### src/rtl/hb_interp_x2_if.sv
// Strobe and sample bundle between the pulse shaper side (master) and the
// halfband 2x interpolator (slave).
interface hb_interp_x2_if #(
    parameter int WIDTH = 18
);
    logic             sam_clk_en;
    logic             sys_clk2_en;
    logic [WIDTH-1:0] x_in;
    logic [WIDTH-1:0] y;
    logic             y_phase;
    logic             phase_err;

    modport master (
        output sam_clk_en, sys_clk2_en, x_in,
        input  y, y_phase, phase_err
    );

    modport slave (
        input  sam_clk_en, sys_clk2_en, x_in,
        output y, y_phase, phase_err
    );
endinterface

### src/rtl/hb_interp_x2.sv
// Halfband 2x interpolator: branch A = 8-tap symmetric subfilter, branch B = centre tap.
// Define HB_ROUND_EN to round products (half up) before slicing; default truncates.
module hb_interp_x2 #(
    parameter int WIDTH   = 18,
    parameter int NPAIR   = 4,
    parameter int CTR_IDX = 3
) (
    input logic           sys_clk,
    input logic           reset,
    hb_interp_x2_if.slave bus
);
    localparam int NTAP = 2 * NPAIR;
    localparam int NSUM = NPAIR / 2;
    localparam int PW   = 2 * WIDTH;

    typedef logic signed [WIDTH-1:0] samp_t;
    typedef logic signed [WIDTH:0]   sum_t;
    typedef logic signed [WIDTH+1:0] acc_t;
    typedef logic signed [WIDTH+2:0] wide_t;
    typedef logic signed [PW-1:0]    prod_t;

    // SLOT_NONE lets the first A strobe after reset pass without an error.
    typedef enum logic [1:0] {
        SLOT_NONE,
        SLOT_A,
        SLOT_B
    } slot_t;

    localparam wide_t WIDE_HI = wide_t'((1 << (WIDTH - 1)) - 1);
    localparam wide_t WIDE_LO = wide_t'(-(1 << (WIDTH - 1)));
`ifdef HB_ROUND_EN
    localparam prod_t RND = prod_t'(1) <<< (WIDTH - 2);
`endif

    function automatic samp_t coef(input int unsigned k);
        case (k)
            0:       coef = samp_t'(-348);
            1:       coef = samp_t'(3274);
            2:       coef = samp_t'(-15925);
            3:       coef = samp_t'(78535);
            default: coef = '0;
        endcase
    endfunction

    // Applies the interpolation gain of 2 and clamps to the output range.
    function automatic samp_t sat_x2(input acc_t v);
        wide_t w;
        w = wide_t'(v) <<< 1;
        if (w > WIDE_HI)
            sat_x2 = samp_t'(WIDE_HI);
        else if (w < WIDE_LO)
            sat_x2 = samp_t'(WIDE_LO);
        else
            sat_x2 = samp_t'(w);
    endfunction

    samp_t xd     [NTAP];
    samp_t pp     [NPAIR];
    prod_t mm     [NPAIR];
    samp_t mslice [NPAIR];
    sum_t  ss     [NSUM];
    acc_t  acc_a;
    acc_t  acc_next;
    samp_t c1;
    samp_t c2;
    samp_t c3;
    samp_t x_half;

    samp_t y_q;
    logic  y_phase_q;
    logic  phase_err_q;
    slot_t slot_q;
    slot_t slot_d;
    logic  err_set;

    assign x_half = samp_t'($signed(bus.x_in) >>> 1);

    always_comb begin
        for (int unsigned k = 0; k < NPAIR; k++) begin
            mm[k] = prod_t'(coef(k)) * prod_t'(pp[k]);
`ifdef HB_ROUND_EN
            mm[k] = mm[k] + RND;
`endif
            mslice[k] = samp_t'(mm[k] >>> (WIDTH - 1));
        end
        acc_next = '0;
        for (int unsigned j = 0; j < NSUM; j++)
            acc_next = acc_next + acc_t'(ss[j]);
    end

    // Datapath: delay line, pre-add, product pair sums and accumulator all step on sam_clk_en.
    always_ff @(posedge sys_clk) begin
        if (reset) begin
            for (int unsigned i = 0; i < NTAP; i++)
                xd[i] <= '0;
            for (int unsigned k = 0; k < NPAIR; k++)
                pp[k] <= '0;
            for (int unsigned j = 0; j < NSUM; j++)
                ss[j] <= '0;
            acc_a <= '0;
            c1    <= '0;
            c2    <= '0;
            c3    <= '0;
        end else if (bus.sam_clk_en) begin
            xd[0] <= x_half;
            for (int unsigned i = 1; i < NTAP; i++)
                xd[i] <= xd[i-1];
            for (int unsigned k = 0; k < NPAIR; k++)
                pp[k] <= xd[k] + xd[NTAP-1-k];
            for (int unsigned j = 0; j < NSUM; j++)
                ss[j] <= sum_t'(mslice[2*j]) + sum_t'(mslice[2*j+1]);
            acc_a <= acc_next;
            c1    <= xd[CTR_IDX];
            c2    <= c1;
            c3    <= c2;
        end
    end

    always_comb begin
        slot_d  = slot_q;
        err_set = 1'b0;
        if (bus.sam_clk_en && !bus.sys_clk2_en)
            err_set = 1'b1;
        if (bus.sys_clk2_en) begin
            if (bus.sam_clk_en) begin
                if (slot_q == SLOT_A)
                    err_set = 1'b1;
                slot_d = SLOT_A;
            end else begin
                slot_d = SLOT_B;
            end
        end
    end

    always_ff @(posedge sys_clk) begin
        if (reset) begin
            slot_q      <= SLOT_NONE;
            y_q         <= '0;
            y_phase_q   <= 1'b0;
            phase_err_q <= 1'b0;
        end else begin
            slot_q <= slot_d;
            if (err_set)
                phase_err_q <= 1'b1;
            if (bus.sys_clk2_en) begin
                if (bus.sam_clk_en) begin
                    y_q       <= sat_x2(acc_a);
                    y_phase_q <= 1'b0;
                end else begin
                    y_q       <= sat_x2(acc_t'(c3));
                    y_phase_q <= 1'b1;
                end
            end
        end
    end

    assign bus.y         = y_q;
    assign bus.y_phase   = y_phase_q;
    assign bus.phase_err = phase_err_q;
endmodule
### src/flat_wrapper.sv
// flat-port wrapper written by rule: the top's interface ports become plain ports
module hb_interp_x2_flat 
#(
    parameter int WIDTH   = 18,
    parameter int NPAIR   = 4,
    parameter int CTR_IDX = 3
)
  (sys_clk, reset, bus_sam_clk_en, bus_sys_clk2_en, bus_x_in, bus_y, bus_y_phase, bus_phase_err);
  hb_interp_x2_if #(.WIDTH(WIDTH)) bus_i ();
  input logic sys_clk;
  input logic reset;
  input wire logic [$bits(bus_i.sam_clk_en)-1:0] bus_sam_clk_en;
  input wire logic [$bits(bus_i.sys_clk2_en)-1:0] bus_sys_clk2_en;
  input wire logic [$bits(bus_i.x_in)-1:0] bus_x_in;
  output wire logic [$bits(bus_i.y)-1:0] bus_y;
  output wire logic [$bits(bus_i.y_phase)-1:0] bus_y_phase;
  output wire logic [$bits(bus_i.phase_err)-1:0] bus_phase_err;
  assign bus_i.sam_clk_en = bus_sam_clk_en;
  assign bus_i.sys_clk2_en = bus_sys_clk2_en;
  assign bus_i.x_in = bus_x_in;
  assign bus_y = bus_i.y;
  assign bus_y_phase = bus_i.y_phase;
  assign bus_phase_err = bus_i.phase_err;
  hb_interp_x2 #(.WIDTH(WIDTH), .NPAIR(NPAIR), .CTR_IDX(CTR_IDX)) u_core (.sys_clk(sys_clk), .reset(reset), .bus(bus_i));
endmodule
### config.mk
export PLATFORM = sky130hd
export DESIGN_NAME = hb_interp_x2_flat
export DESIGN_NICKNAME = d
export VERILOG_FILES = /design/src/rtl/hb_interp_x2_if.sv /design/src/rtl/hb_interp_x2.sv /design/src/flat_wrapper.sv
export SDC_FILE = /design/constraint.sdc
export NUM_CORES = 2
export LEC_CHECK = 0
export ABC_AREA = 1
export BUFFER_PORTS_ARGS = -buffer_cell sky130_fd_sc_hd__buf_2
export CAP_MARGIN = 20
export CORE_ASPECT_RATIO = 1.75
export CORE_MARGIN = 8
export CORE_UTILIZATION = 35
export CTS_BUF_LIST = sky130_fd_sc_hd__clkbuf_8 sky130_fd_sc_hd__clkbuf_16
export DETAILED_ROUTE_END_ITERATION = 10
export SKIP_CTS_REPAIR_TIMING = 1
export SYNTH_ARGS = -nofsm -noshare
export SYNTH_HDL_FRONTEND = slang
export SYNTH_SLANG_ARGS = --single-unit
### constraint.sdc
create_clock -name sys_clk -period 11.5 [get_ports sys_clk]
set_input_delay 1.725 -clock sys_clk [delete_from_list [all_inputs] [get_ports sys_clk]]
set_output_delay 1.725 -clock sys_clk [all_outputs]
set_load 0.05 [all_outputs]
* Word-level counts from Yosys, hierarchy flattened
Memories as Yosys holds them, arrays and structs flattened.
Cells that the tools add are included.
** Cells by class
- Reduce and logical (&&, ||, !) cells :: 2
- Equality and inequality tests :: 1
- Bitwise gates (word level) :: 14
- Multiplexer cells :: 30
- Order comparisons :: 4
- $mul :: 4
- Add/subtract/negate cells :: 7
** Operators by type and width (number)
- two-way mux 18 bit :: 17
- adder 18 bit :: 4
- two-way mux 19 bit :: 2
- multiplier 18 x 18 -> 35 bit (first input constant) :: 1
- multiplier 15 x 18 -> 33 bit (first input constant) :: 1
- multiplier 12 x 18 -> 30 bit (first input constant) :: 1
- multiplier 8 x 18 -> 26 bit (first input constant) :: 1
- > comparator 21 x 18 -> 1 bit (second input constant) :: 1
- < comparator 21 x 18 -> 1 bit (second input constant) :: 1
- adder 19 x 19 -> 20 bit :: 1
- adder 16 x 18 -> 19 bit :: 1
- > comparator 19 x 18 -> 1 bit (second input constant) :: 1
- < comparator 19 x 18 -> 1 bit (second input constant) :: 1
- adder 11 x 14 -> 15 bit :: 1
- bitwise OR 1 bit :: 14
- two-way mux 1 bit :: 10
- equality test 2 x 1 -> 1 bit (second input constant) :: 1
- two-way mux 2 bit :: 1
- logical AND 1 bit :: 1
- zero test 1 bit :: 1
** Word-level totals
- Input port bits :: 22
- Bits in writable memories :: 254
- Word-level logic and storage cells :: 73
- Output and inout bits :: 20
- Bits in registers :: 96
- Memories :: 3
** Memories
- u_core.xd :: depth 8, bits a word 18, read ports 8, clocked after memory_dff 0, wr ports 8, RTL line hb_interp_x2.sv:57 : samp_t xd [NTAP];
- u_core.pp :: depth 4, bits a word 18, read ports 4, clocked after memory_dff 0, wr ports 4, RTL line hb_interp_x2.sv:58 : samp_t pp [NPAIR];
- u_core.ss :: depth 2, bits a word 19, read ports 2, clocked after memory_dff 0, wr ports 2, RTL line hb_interp_x2.sv:61 : sum_t ss [NSUM];

* Logic depth before layout (Yosys ltp)
- Depth after elaboration :: 6
- Mapped depth :: 34
- Depth with buffers taken out :: 34

* Least setup slack after synthesis
No wires, ideal clock.
- Path kind :: input-to-reg
- Start point :: in reset
- End point :: mem u_core.pp[0][0] (netlist name) (enable)
- Buffers on the path :: 2
- Arrival time :: 8823 ps
- Slack :: 1976 ps
- Stages on the path :: 4
- Required time :: 10799 ps
- Library setup time :: 701 ps
- Path through :: buf_2 > nor2_2 > clkinv_1 > clkbuf_1
** RTL lines
- start: declaration :: RTL line flat_wrapper.sv:11 : input logic reset;
- end: declaration :: RTL line hb_interp_x2.sv:58

==> impl_metrics.json <==
{
  "drtPass1Iterations": 5,
  "setup_violations": 0,
  "rsz0062_at_grt": "false",
  "row_count": 157,
  "startpoint": "u_core.pp[3][3]$_SDFFCE_PN0P_",
  "yosys-top-cells-area": "edfxtp_1 20%, ha_1 20%, fa_1 15%, inv_1 11%, nand2_1 8.4%",
  "crit_path_end_kind": "flip-flop",
  "synth-main-ff-cell": "edfxtp_1",
  "ys_async_sr_fraction_pct": 0,
  "antenna_found_initial": 0,
  "start_util_pct": 35.2,
  "ff2ff_setup_slack_ps": 4540,
  "io_buffer_count": 40,
  "vias_per_cell": 4.83,
  "htreeDepth": 2,
  "grt_pass1_wl_um": 159000,
  "timing.fmax_mhz": 144,
  "layout-drive-gt1-share_pct": 2.48,
  "vias": 29400,
  "rr_worst_depth": 25,
  "critical_path_buf_inv_count": 4,
  "clk_latency_ps": 530,
  "areaGrowthSynthToFinish_pct": 8.08,
  "synth_commonest_cells": "1,100 x inv_1, 823 x nand2_1, 577 x ha_1, 484 x nor2_1, 297 x a21oi_1",
  "hold_violations": 0,
  "status": "complete, no violations",
  "ant_nets": 0,
  "die-area_mm2": 0.116,
  "fin_crit_sh_pct": 60.6,
  "slew_viol_final": 0,
  "antennaDiodeCount": 0,
  "post_drt_wl_per_cell_um": 16.7,
  "synth_most_common_cell": "inv_1",
  "yosys.area_share.simple_pct": 17.7,
  "syn-instance-count": 4663,
  "synthAdderAreaFrac_pct": 34.5,
  "coreArea_mm2": 0.105,
  "clock-root-buffer": "clkbuf_16",
  "synth_nets": 5537,
  "yosysWarnings": 0,
  "cp.depth": 25,
  "worst_path_max_delay_cell": "edfxtp_1",
  "cts_buffers": 36,
  "cp_common_cell": "fa_1",
  "drcViolationCount": 0,
  "synth.area.mux_share_pct": 0,
  "drt_iter0_drc": 1346,
  "reg2reg_to": "u_core.ss[0][33]$_SDFFCE_PN0P_",
  "endpoint": "u_core.ss[0][33]$_SDFFCE_PN0P_",
  "hold_path_class": "flip-flop to flip-flop",
  "setup_tns_ps": 0,
  "fin_crit_ps": 6960,
  "synth-seq-cells": 334,
  "crit_type": "flip-flop to flip-flop",
  "synth_area_mm2": 0.0368,
  "finClkSkew_ps": 13.8,
  "worstPathMaxFanout": 8,
  "maxCapViolCount": 0,
  "hpwl_um": 86100,
  "place_congestion": 0.905,
  "relSlewSlack_pct": 28.3,
  "crit_required_ps": 11790,
  "grt.total_usage_pct": 17.4,
  "grt.overflow.total": 0,
  "r2r_start": "u_core.pp[3][3]$_SDFFCE_PN0P_",
  "max_stage_delay_ps": 620,
  "synth_compound_area_share_pct": 10.1,
  "path_clk_slew_ps": 60,
  "io-pin-count": 42,
  "critPathLaunchType": "flip-flop",
  "yosysTopAreaCellShare_pct": 19.7,
  "cts_sinks": 334,
  "synthXorXnorAreaFrac_pct": 1.14,
  "cts_tree": "built",
  "synth_cell_type_count": 40,
  "critical_path_arrival_ps": 7250,
  "grt_pass1_vias": 30600,
  "cpLargestDelayFamily": "adder cells",
  "synth_top_family_by_area": "adder cells",
  "clockBufferDepth": 3,
  "nets": 5574,
  "synth_top_cell_by_area": "edfxtp_1",
  "die_x_um": 261,
  "synth_edf_count": 242,
  "worstMarginPinSlew_ps": 1070,
  "finalWirelength_um": 101000,
  "synth-seq-area-share_pct": 24.7,
  "avgSynthCellArea_um2": 7.90,
  "grt_max_degree": 121,
  "die_y_um": 445
}
routing by layer:
metal / vias up / global-route usage [%] / part of all wire [%]
met4: 0 / 12.3 / 8.3
li1: 14900 / - / -
met5: - / 0 / 0
met2: 479 / 35.0 / 56
met3: 301 / 1.25 / 1.8
met1: 13700 / 16.1 / 34
layout by cell type, fill, tap and decap left out, drive strengths merged, types with 19 or more instances in the layout:
master,instances
o22ai,50
fa,275
xor2,33
o21a,25
edfxtp,242
a21oi,298
clkbuf,41
ha,577
nand3,184
buf,50
nor2,486
a31oi,19
o21ai,200
dfxtp,92
inv,1113
a21o,31
nand4,28
nand2,823
nor3,43
o21bai,32
how the worst min path moves through the flow:
stage                                         end                     startpoint  cells after the start  slack [ps]
floorplan              u_core.c3[16]$_SDFFE_PP0P_     u_core.c3[16]$_SDFFE_PP0P_                      2         420
global placement    u_core.acc_a[13]$_SDFFE_PP0P_  u_core.acc_a[13]$_SDFFE_PP0P_                      2         440
detailed placement   u_core.acc_a[9]$_SDFFE_PP0P_   u_core.acc_a[9]$_SDFFE_PP0P_                      2         440
CTS                  u_core.acc_a[9]$_SDFFE_PP0P_   u_core.acc_a[9]$_SDFFE_PP0P_                      2         450
global route         u_core.acc_a[9]$_SDFFE_PP0P_   u_core.acc_a[9]$_SDFFE_PP0P_                      2         460
finish               u_core.acc_a[7]$_SDFFE_PP0P_   u_core.acc_a[7]$_SDFFE_PP0P_                      2         450
cells by family after synthesis:
logic type / count (synthesis)
buffers and inverters: 1154
adder cells (fa/ha/maj): 852
AND/OR/NAND/NOR: 1603
flip-flops: 334
AO/OA/AOI/OAI: 672
XOR/XNOR: 48
worst reg2reg max path, delay by kind of cell, from the launching register on:
family	cells	cell delay [ps]
fa+ha+maj	9	3920
compound gates	6	1150
flops	1	620
simple gates	5	500
xor+xnor	1	320
buf+inv	4	200
final cells by class:
class / count / area [µm²]
fillers: 10900 / 64700
clock buffers: 41 / 981
clock inverters: 21 / 211
repair buffers: 50 / 295
inverters: 1103 / 4150
flip-flops and latches: 334 / 9110
well taps: 1351 / 1690
multi-input cells: 3175 / 23400
state kept, by name (all words and copies together) (netlist names):
| name | flops |
|---|---|
| u_core.bus.y | 18 |
| u_core.pp | 72 |
| u_core.ss | 34 |
| u_core.slot_q | 2 |
| u_core.c2 | 17 |
| u_core.xd | 136 |
| u_core.bus.phase_err | 1 |
| u_core.c3 | 17 |
| u_core.acc_a | 20 |
| u_core.c1 | 17 |
stage by stage:
step                instances  setup WS, ps  area [µm²]  util, %  hold WS (ps)
finish                   6075          4540       39800     38.1           454
global route             6075          4090       39800     38.1           464
CTS                      6074          4510       39800     38.1           453
detailed placement       6012          4500       38600     36.9           439
global placement         6012          4520       38600     36.9           437
floorplan                4663          1980       36800        -           419
Power is not shown: default switching activity piles up to over one toggle a cycle in this logic, so the estimate is an artifact.
